--- src/rtl/clint_pkg.sv ---
// Shared definitions for the CLINT byte responder and its handshake FSM.
//   - Register offsets inside the 32-byte decode window.
//   - Handshake FSM state encoding.
//   - mtimecmp reset value (all ones, so no timer interrupt fires after reset).
//   - Decoded request struct passed around the top.
package clint_pkg;

  localparam int WINDOW_BITS = 5;

  localparam logic [WINDOW_BITS-1:0] MSIP_OFF     = 5'h00;
  localparam logic [WINDOW_BITS-1:0] MTIMECMP_OFF = 5'h08;
  localparam logic [WINDOW_BITS-1:0] MTIME_OFF    = 5'h10;

  localparam logic [63:0] MTIMECMP_RESET = 64'hFFFF_FFFF_FFFF_FFFF;

  typedef enum logic [1:0] {
    ST_IDLE = 2'd0,
    ST_WAIT = 2'd1,
    ST_ACK  = 2'd2,
    ST_DONE = 2'd3
  } busState_t;

  // Write wins when both strobes are high, so only the write flag is carried.
  typedef struct packed {
    logic                   wr;
    logic [WINDOW_BITS-1:0] off;
  } busReq_t;

  // True when the offset falls in the 8-byte bank that starts at bankOff.
  function automatic logic inBank(input logic [WINDOW_BITS-1:0] off,
                                  input logic [WINDOW_BITS-1:0] bankOff);
    return off[WINDOW_BITS-1:3] == bankOff[WINDOW_BITS-1:3];
  endfunction

endpackage

--- src/rtl/bus_wait_responder.sv ---
// Target-side handshake FSM for the byte bus: IDLE -> WAIT -> ACK -> DONE.
// A hit leaves IDLE, WAIT_CYCLES wait states follow, then ack is high for
// exactly one cycle (the edge closing that cycle is the commit edge). DONE
// holds until the core drops both strobes, preventing a second ack.
// Ports:
//   clk, rst   - clock, synchronous active-high reset
//   hit        - in-window request present
//   reqActive  - any request strobe high (window ignored)
//   ack        - one-cycle completion / commit strobe
module bus_wait_responder
  import clint_pkg::*;
#(
  parameter int unsigned WAIT_CYCLES = 1
) (
  input  logic clk,
  input  logic rst,
  input  logic hit,
  input  logic reqActive,
  output logic ack
);

  localparam logic [3:0] WAIT_LAST = (WAIT_CYCLES == 0) ? 4'd0 : 4'(WAIT_CYCLES - 1);

  busState_t  state, stateNext;
  logic [3:0] waitCnt;

  always_ff @(posedge clk) begin
    if (rst) begin
      state   <= ST_IDLE;
      waitCnt <= 4'd0;
    end else begin
      state   <= stateNext;
      waitCnt <= (state == ST_WAIT) ? waitCnt + 4'd1 : 4'd0;
    end
  end

  always_comb begin
    stateNext = state;
    unique case (state)
      ST_IDLE: if (hit) stateNext = (WAIT_CYCLES == 0) ? ST_ACK : ST_WAIT;
      ST_WAIT: if (waitCnt == WAIT_LAST) stateNext = ST_ACK;
      ST_ACK:  stateNext = ST_DONE;
      ST_DONE: if (!reqActive) stateNext = ST_IDLE;
      default: stateNext = ST_IDLE;
    endcase
  end

  always_comb begin
    ack = (state == ST_ACK);
  end

endmodule

--- src/rtl/clint_byte_responder.sv ---
// CLINT-style timer block on the core's byte-wide data bus.
// Holds the 64-bit mtime counter, 64-bit mtimecmp and the msip bit, and
// drives the core's machine timer / software interrupt inputs.
// Ports:
//   clk, rst                  - clock, synchronous active-high reset
//   readMem, writeMem         - request strobes, held until memDataReady
//   addressBus[31:0]          - byte address, decoded against BASE_ADDR
//   dataBusIn[7:0]            - write data
//   dataBusOut[7:0]           - read data, non-zero only during a read ack
//   memDataReady              - one-cycle ack for in-window accesses
//   machineTimerInterrupt     - registered (mtime >= mtimecmp)
//   machineSoftwareInterrupt  - msip bit
module clint_byte_responder
  import clint_pkg::*;
#(
  parameter logic [31:0] BASE_ADDR   = 32'h0200_0000,
  parameter int unsigned WAIT_CYCLES = 1,
  parameter int unsigned PRESCALE    = 1
) (
  input  logic        clk,
  input  logic        rst,
  input  logic        readMem,
  input  logic        writeMem,
  input  logic [31:0] addressBus,
  input  logic [7:0]  dataBusIn,
  output logic [7:0]  dataBusOut,
  output logic        memDataReady,
  output logic        machineTimerInterrupt,
  output logic        machineSoftwareInterrupt
);

  localparam int PSC_W = (PRESCALE > 1) ? $clog2(PRESCALE) : 1;
  localparam logic [PSC_W-1:0] PSC_LAST = PSC_W'(PRESCALE - 1);

  busReq_t          req;
  logic             hit, ack, commit, readAck, tick;
  logic             isMsip, isCmp, isTime;
  logic [2:0]       byteSel;
  logic [5:0]       bitSel;
  logic [63:0]      mtime, mtimecmp, timeView;
  logic [55:0]      shadow;
  logic             msip, mtip;
  logic [PSC_W-1:0] psc;
  logic [7:0]       readByte;

  assign req     = '{wr: writeMem, off: addressBus[WINDOW_BITS-1:0]};
  assign hit     = (readMem | writeMem) &&
                   (addressBus[31:WINDOW_BITS] == BASE_ADDR[31:WINDOW_BITS]);
  assign byteSel = req.off[2:0];
  assign bitSel  = {byteSel, 3'b000};
  assign isMsip  = (req.off == MSIP_OFF);
  assign isCmp   = inBank(req.off, MTIMECMP_OFF);
  assign isTime  = inBank(req.off, MTIME_OFF);

  bus_wait_responder #(.WAIT_CYCLES(WAIT_CYCLES)) uWait (
    .clk       (clk),
    .rst       (rst),
    .hit       (hit),
    .reqActive (readMem | writeMem),
    .ack       (ack)
  );

  assign commit  = ack & req.wr;
  assign readAck = ack & ~req.wr;
  assign tick    = (psc == PSC_LAST);

  // Byte 0 of mtime is live; bytes 1-7 come from the snapshot taken when
  // byte 0 was read, so a multi-byte read never tears across a carry.
  assign timeView = {shadow, mtime[7:0]};

  always_comb begin
    readByte = 8'h00;
    if (isMsip)      readByte = {7'b0, msip};
    else if (isCmp)  readByte = mtimecmp[bitSel +: 8];
    else if (isTime) readByte = timeView[bitSel +: 8];
  end

  assign dataBusOut               = readAck ? readByte : 8'h00;
  assign memDataReady             = ack;
  assign machineTimerInterrupt    = mtip;
  assign machineSoftwareInterrupt = msip;

  always_ff @(posedge clk) begin
    if (rst) begin
      mtime    <= 64'd0;
      mtimecmp <= MTIMECMP_RESET;
      msip     <= 1'b0;
      psc      <= '0;
      shadow   <= 56'd0;
      mtip     <= 1'b0;
    end else begin
      // Prescaler free-runs; a byte write to mtime only drops that cycle's step.
      psc <= tick ? '0 : psc + 1'b1;
      if (commit && isTime)  mtime[bitSel +: 8] <= dataBusIn;
      else if (tick)         mtime <= mtime + 64'd1;
      if (commit && isCmp)   mtimecmp[bitSel +: 8] <= dataBusIn;
      if (commit && isMsip)  msip <= dataBusIn[0];
      if (readAck && isTime && byteSel == 3'd0) shadow <= mtime[63:8];
      mtip <= (mtime >= mtimecmp);
    end
  end

endmodule

--- config.mk ---
export PLATFORM = sky130hd
export DESIGN_NAME = clint_byte_responder
export DESIGN_NICKNAME = d
export VERILOG_FILES = /design/src/rtl/clint_pkg.sv /design/src/rtl/bus_wait_responder.sv /design/src/rtl/clint_byte_responder.sv
export SDC_FILE = /design/constraint.sdc
export NUM_CORES = 1
export LEC_CHECK = 0
export BUFFER_PORTS_ARGS = -buffer_cell sky130_fd_sc_hd__buf_2
export CAP_MARGIN = 20
export CORE_MARGIN = 2
export CORE_UTILIZATION = 41
export DETAILED_ROUTE_END_ITERATION = 8
export GPL_TIMING_DRIVEN = 1
export MAX_ROUTING_LAYER = met4
export SETUP_SLACK_MARGIN = 0.4
export SLEW_MARGIN = 20
export SYNTH_ARGS = -nofsm -noshare
export SYNTH_HDL_FRONTEND = slang
export SYNTH_HIERARCHICAL = 1
export SYNTH_SLANG_ARGS = --single-unit
--- constraint.sdc ---
create_clock -name clk -period 2.93 [get_ports clk]
set_clock_uncertainty 0.05 [all_clocks]
set_input_delay 0.1465 -clock clk [delete_from_list [all_inputs] [get_ports clk]]
set_output_delay 0.1465 -clock clk [all_outputs]
set_load 0.005 [all_outputs]
# After elaboration in Yosys (flattened, before gate mapping)
# Cells that the tools add are included.
[totals]
ff_bits = 193
out_inout_bits = 11
wordCells = 58
[classes]
n_addsub = 4
n_lt_le_gt_ge = 1
n_eq_ne = 10
shift = 4
n_mux = 12
bitwise = 6
reduce_logical = 13
[op_table]
columns = ["cell", "n"]
rows = [
  ["$bwmux 64", 2],
  ["$mux 64", 2],
  ["$shiftx 64x7->8", 2],
  ["$add 64x1->64 const B", 1],
  ["$ge 64x64->1", 1],
  ["$shift 8x8->64 const A", 1],
  ["$shiftx 8x8->64", 1],
  ["$mux 8", 4],
  ["$eq 27x21->1 const B", 1],
  ["$neg 6->8", 1],
  ["$pmux 2 s4", 1],
  ["$eq 2x2->1 const B", 3],
  ["$logic_and 1x1->1", 6],
  ["$mux 2", 3],
  ["$ne 2x2->1 const B", 3],
  ["$logic_not 5->1", 1],
  ["$add 4x1->4 const B", 1],
  ["$eq 2x1->1 const B", 2],
  ["$logic_not 4->1", 1],
  ["$reduce_or 2->1", 2],
  ["$logic_not 3->1", 1],
  ["$not 1->1", 3],
  ["$reduce_and 3->1", 1],
  ["$and 1x1->1", 2],
  ["other kinds (4)", 4],
]

# Depth between registers and ports, before layout
[logic_depth]
word_depth = 5
mapped_depth = 13

# By module
# Netlist, hierarchy kept.
[by_module_without_submodules]
columns = ["mod", "instances", "cells_each", "area_each_um2", "seq_area_each_um2"]
rows = [
  ["clint_byte_responder", 1, 1434, 11499.8, 3743.6],
  ["bus_wait_responder", 1, 34, 325.3, 120.1],
]

# Least setup slack after synthesis
# OpenSTA, ideal clock, no wires.
[synth_timing]
path_type = "in2reg"
start = "input addressBus[1]"
end = "register mtime[35]"
setup_ps = 78
arrival_ps = 2814
t_required_ps = 2802
path_slack_ps = -12
path_stages = 12
n_path_buf = 3
cell_sequence = "clkbuf_1 buf_1 inv_1 ha_1 ha_1 clkbuf_1 inv_1 nor4b_1 and2_1 nor2_1 mux2_2 nor3_1"
[synth_between]
elab_chain_cells = 4
[synth_rtl]
columns = ["item", "line", "rtl"]
rows = [
  ["start, declared", "clint_byte_responder.sv:24", "input logic [31:0] addressBus,"],
  ["$neg 6->8 *", "clint_byte_responder.sv:94", "if (commit && isTime) mtime[bitSel +: 8] <= dataBusIn;"],
  ["$shiftx 8x8->64 or $shift 8x8->64 (tied branches)", "clint_byte_responder.sv:94", ""],
  ["$bwmux 64 *", "clint_byte_responder.sv:94", ""],
  ["$mux 64 *", "clint_byte_responder.sv:94", ""],
  ["end signal, assigned by index", "clint_byte_responder.sv:94", ""],
  ["end signal, assigned", "clint_byte_responder.sv:95", "else if (tick) mtime <= mtime + 64'd1;"],
  ["end, declared", "clint_byte_responder.sv:40", "logic [63:0] mtime, mtimecmp, timeView;"],
]
# Mark *: on every way between the ends. The rest lies on a longest branch, timed or not.
# A chain may end at the register's enable or synchronous reset.

# Final worst setup path
[layout_timing]
start = "input addressBus[1]"
end = "output dataBusOut[0]"
[layout_between]
elab_chain_cells = 5
[layout_rtl]
columns = ["item", "line", "rtl"]
rows = [
  ["$shiftx 64x7->8", "clint_byte_responder.sv:75", "else if (isTime) readByte = timeView[bitSel +: 8];"],
  ["$mux 8", "clint_byte_responder.sv:75", ""],
  ["$mux 8", "clint_byte_responder.sv:74", "else if (isCmp) readByte = mtimecmp[bitSel +: 8];"],
  ["$mux 8 *", "clint_byte_responder.sv:73", "if (isMsip) readByte = {7'b0, msip};"],
  ["$mux 8 *", "clint_byte_responder.sv:78", "assign dataBusOut = readAck ? readByte : 8'h00;"],
  ["end, declared", "clint_byte_responder.sv:26", "output logic [7:0] dataBusOut,"],
]
# Marked as above.

==> flow_metrics.env <==
export IMPL_antenna_cells=0
export IMPL_h_tree_depth=4
export IMPL_slowest_delay_ns=0.64
export IMPL_drc=0
export IMPL_critPathCapture="dataBusOut[0]"
export IMPL_dr_pass1_iters=5
export IMPL_critPathKind="input port to output pin"
export IMPL_ys_seq_elements=193
export IMPL_fin_crit_sh_pct=85.4
export IMPL_ys_seq_area_share_pct=32.7
export IMPL_grt_max_degree=72
export IMPL_async_flop_share_pct=0
export IMPL_required_ns=2.73
export IMPL_gp_congestion=1.02
export IMPL_critPathArrivalTime_ns=2.31
export IMPL_relSlewSlack_pct=53.9
export IMPL_power_mw=5.52
export IMPL_drt_iter0_drc=1322
export IMPL_rsz0062_at_grt="true"
export IMPL_synth_top_area_cell="dfxtp_1"
export IMPL_p_leak_nw=6.09
export IMPL_reg2regPathDepth=9
export IMPL_die_y_microns=174
export IMPL_status="finished, final reports clean"
export IMPL_grt_pass1_vias=11300
export IMPL_cts_sinks=193
export IMPL_whs_ns=0.0755
export IMPL_rows=62
export IMPL_coreArea_sq_um=28500
export IMPL_routed_wl_microns=47600
export IMPL_wl_per_cell_microns=24.8
export IMPL_cpLargestDelayFamily="multiplexers"
export IMPL_max_freq_ghz=0.400
export IMPL_num_vias=11800
export IMPL_post_route_min_period_ns=2.50
export IMPL_setup_violations_final=0
export IMPL_hp_class="input port to register"
export IMPL_crit_top_cell="buf_2"
export IMPL_powerDensity_nw_per_um2=408
export IMPL_clk_latency_ns=0.45
export IMPL_r2r_start="mtime[0]"
export IMPL_syn_area_sq_um=11800
export IMPL_ant_nets=0
export IMPL_path_max_fanout=39
export IMPL_fillers=2931
export IMPL_synth_nets=1588
export IMPL_final_nets=1642
export IMPL_gr_total_overflow=0
export IMPL_crit_chain="buf_2 > buf_4 > mux4_2 > mux2i_1 > o22ai_1 > a21oi_1 > nor2_1 > buf_2"
export IMPL_final_util_pct=47.4
export IMPL_antenna_found_initial=0
export IMPL_drv_cap=0
export IMPL_cp_startpoint="addressBus[1]"
export IMPL_port_buffers=54
export IMPL_finalSetupTns_ns=0
export IMPL_final_hold_viol_count=0
export IMPL_critPathLaunchType="input port"
export IMPL_seqCellArea_sq_um=3890
export IMPL_synth_top_cells_by_area="dfxtp_1 33%, nand2_1 9.3%, ha_1 8.0%"
export IMPL_slowest_stage="mux4_2"
export IMPL_die_w_microns=174
export IMPL_worst_slew_pin_slew_ns=0.685
export IMPL_end_kind="output pin"
export IMPL_start_util_pct=41.4
export IMPL_ys_flop_type="dfxtp_1"
export IMPL_yosysWarnings=6
export IMPL_cts_tree="built"
export IMPL_area_growth_pct=14.4
export IMPL_ys_types=81
export IMPL_syn_inst=1468
export IMPL_crit_buf_inv=3
export IMPL_finalMaxSlewViolations=0
export IMPL_cp_num_cells=8
export IMPL_grt_pass1_wl_microns=70400
export IMPL_yosys_cell_count_top_type="nand2_1"
export IMPL_cts_root_buffer="clkbuf_16"
export IMPL_yosys_top_cells_count="293 x nand2_1, 193 x dfxtp_1, 126 x a21oi_1"
export IMPL_r2r_end="mtime[62]"
export IMPL_hpwl_microns=35000
export IMPL_yosysTopAreaCellShare_pct=32.7
export IMPL_avgSynthCellArea_sq_um=8.06
export IMPL_drive_above_1_share_pct=16.9
export IMPL_pin_count=55
export IMPL_clockBufferDepth=2
export IMPL_cts_buffers=17
export IMPL_die_area_sq_um=30200
export IMPL_multiInputGateArea_sq_um=7380
export IMPL_r2r_slack_ns=0.44
export IMPL_synth_edff_count=0
export IMPL_cts_clk_slew_worst_paths_ns=0.08
export IMPL_ir_drop_mv=0.377
export IMPL_via_per_inst=6.14
export IMPL_grt_use_total_pct=32.2
## report_power, final
part           switching (mW)  leakage, nW  internal [mW]
combinational           0.317         4.24          0.138
sequential             0.0200         1.56           2.63
clock                    1.18        0.284           1.23
## worst min path at each step
stage | from | endpoint | slack (ns) | cells after the start
after floorplan | rst | uWait/state[0] | 0.17 | 1
after global placement | shadow[18] | shadow[18] | 0.39 | 2
after detailed placement | shadow[15] | shadow[15] | 0.39 | 2
after CTS | writeMem | machineSoftwareInterrupt | 0.06 | 4
after global routing | dataBusIn[2] | mtime[34] | 0.08 | 3
final | writeMem | machineSoftwareInterrupt | 0.08 | 4
## worst reg2reg max path: cells and delay by family (launching register included)
kind	cells	cell delay, ns
and+or+nand+nor	3	0.71
buffers and inverters	2	0.43
AOI/OAI and AO/OA	3	0.55
DFF	1	0.41
adders and majority gates	1	0.22
## cell families (layout without fill, tap and decap cells)
kind of cell / count (synthesis) / count (layout) / share of synthesized area (%)
and+or+nand+nor: 608 / 608 / 24.8
AOI/OAI and AO/OA: 316 / 316 / 17.0
adders and majority gates: 76 / 76 / 8.04
muxes: 83 / 83 / 10.5
other: 1 / 1 / 0.0317
buffers and inverters: 175 / 242 / 5.72
xor gates and xnor gates: 16 / 16 / 1.19
DFF: 193 / 193 / 32.7
## layout make-up
| class | instances | share of cell area (%) |
|---|---|---|
| clock buffer | 18 | 3.25 |
| clock inverter | 14 | 1.05 |
| inverter | 81 | 2.25 |
| multi-input combinational | 1100 | 54.6 |
| sequential | 193 | 28.8 |
| tap | 384 | 3.55 |
| timing repair buffer | 129 | 6.55 |
## sequential cells by signal (all words and copies together) (netlist names)
signal and flops:
uWait/state 2, mtimecmp 64, mtime 64, shadow 56, machineSoftwareInterrupt 1, uWait/waitCnt 4, psc 1, machineTimerInterrupt 1
## placed cells by master (no fill, tap or decap), types with 5 or more instances in the layout
cell type and n:
o22ai_1 15, inv_1 79, nor3_1 29, nand2_1 292, o21ai_0 33, ha_1 76, nor4_1 18, mux2_2 5
nor2_1 83, xnor2_1 13, nand4b_1 5, inv_6 5, nand4_1 32, a221oi_1 6, and2_1 19, mux4_2 31
o31a_1 5, dfxtp_1 171, or3_1 6, o211ai_1 50, a21o_1 8, and4_1 14, a21oi_1 125, a211oi_1 16
and3_1 11, buf_4 72, nand3_1 47, nor4b_1 5, nand2b_1 9, a31oi_1 12, clkbuf_16 17, mux2i_1 46
dfxtp_2 21, buf_2 53
## per-stage QoR
stage | setup WS, ns | cell area (sq um) | std cells
floorplan | 0.430 | 11900 | 1468
global placement | 0.301 | 12800 | 1883
detailed placement | 0.264 | 12800 | 1883
CTS | 0.402 | 13400 | 1919
global route | 0.332 | 13500 | 1919
finish | 0.427 | 13500 | 1919
## routing by layer
layer  wire length, microns  vias up  part of all wire [%]  track usage, %
li1                       -     5380                     -               -
met1                  19400     5680                    41            40.1
met2                  21200      586                    44            49.2
met3                   3780      142                   7.9            5.20
met4                   3210        0                   6.7            19.2
met5                      0        -                     0               -
## what timing repair did
action	4_1_cts	5_1_grt
pin swaps	2	3
hold buffers	0	0
setup buffers	4	0
gates resized for setup	10	31
endpoints found under the setup margin	11	18
cloned	0	0
Power figures use the tool's default switching activity.
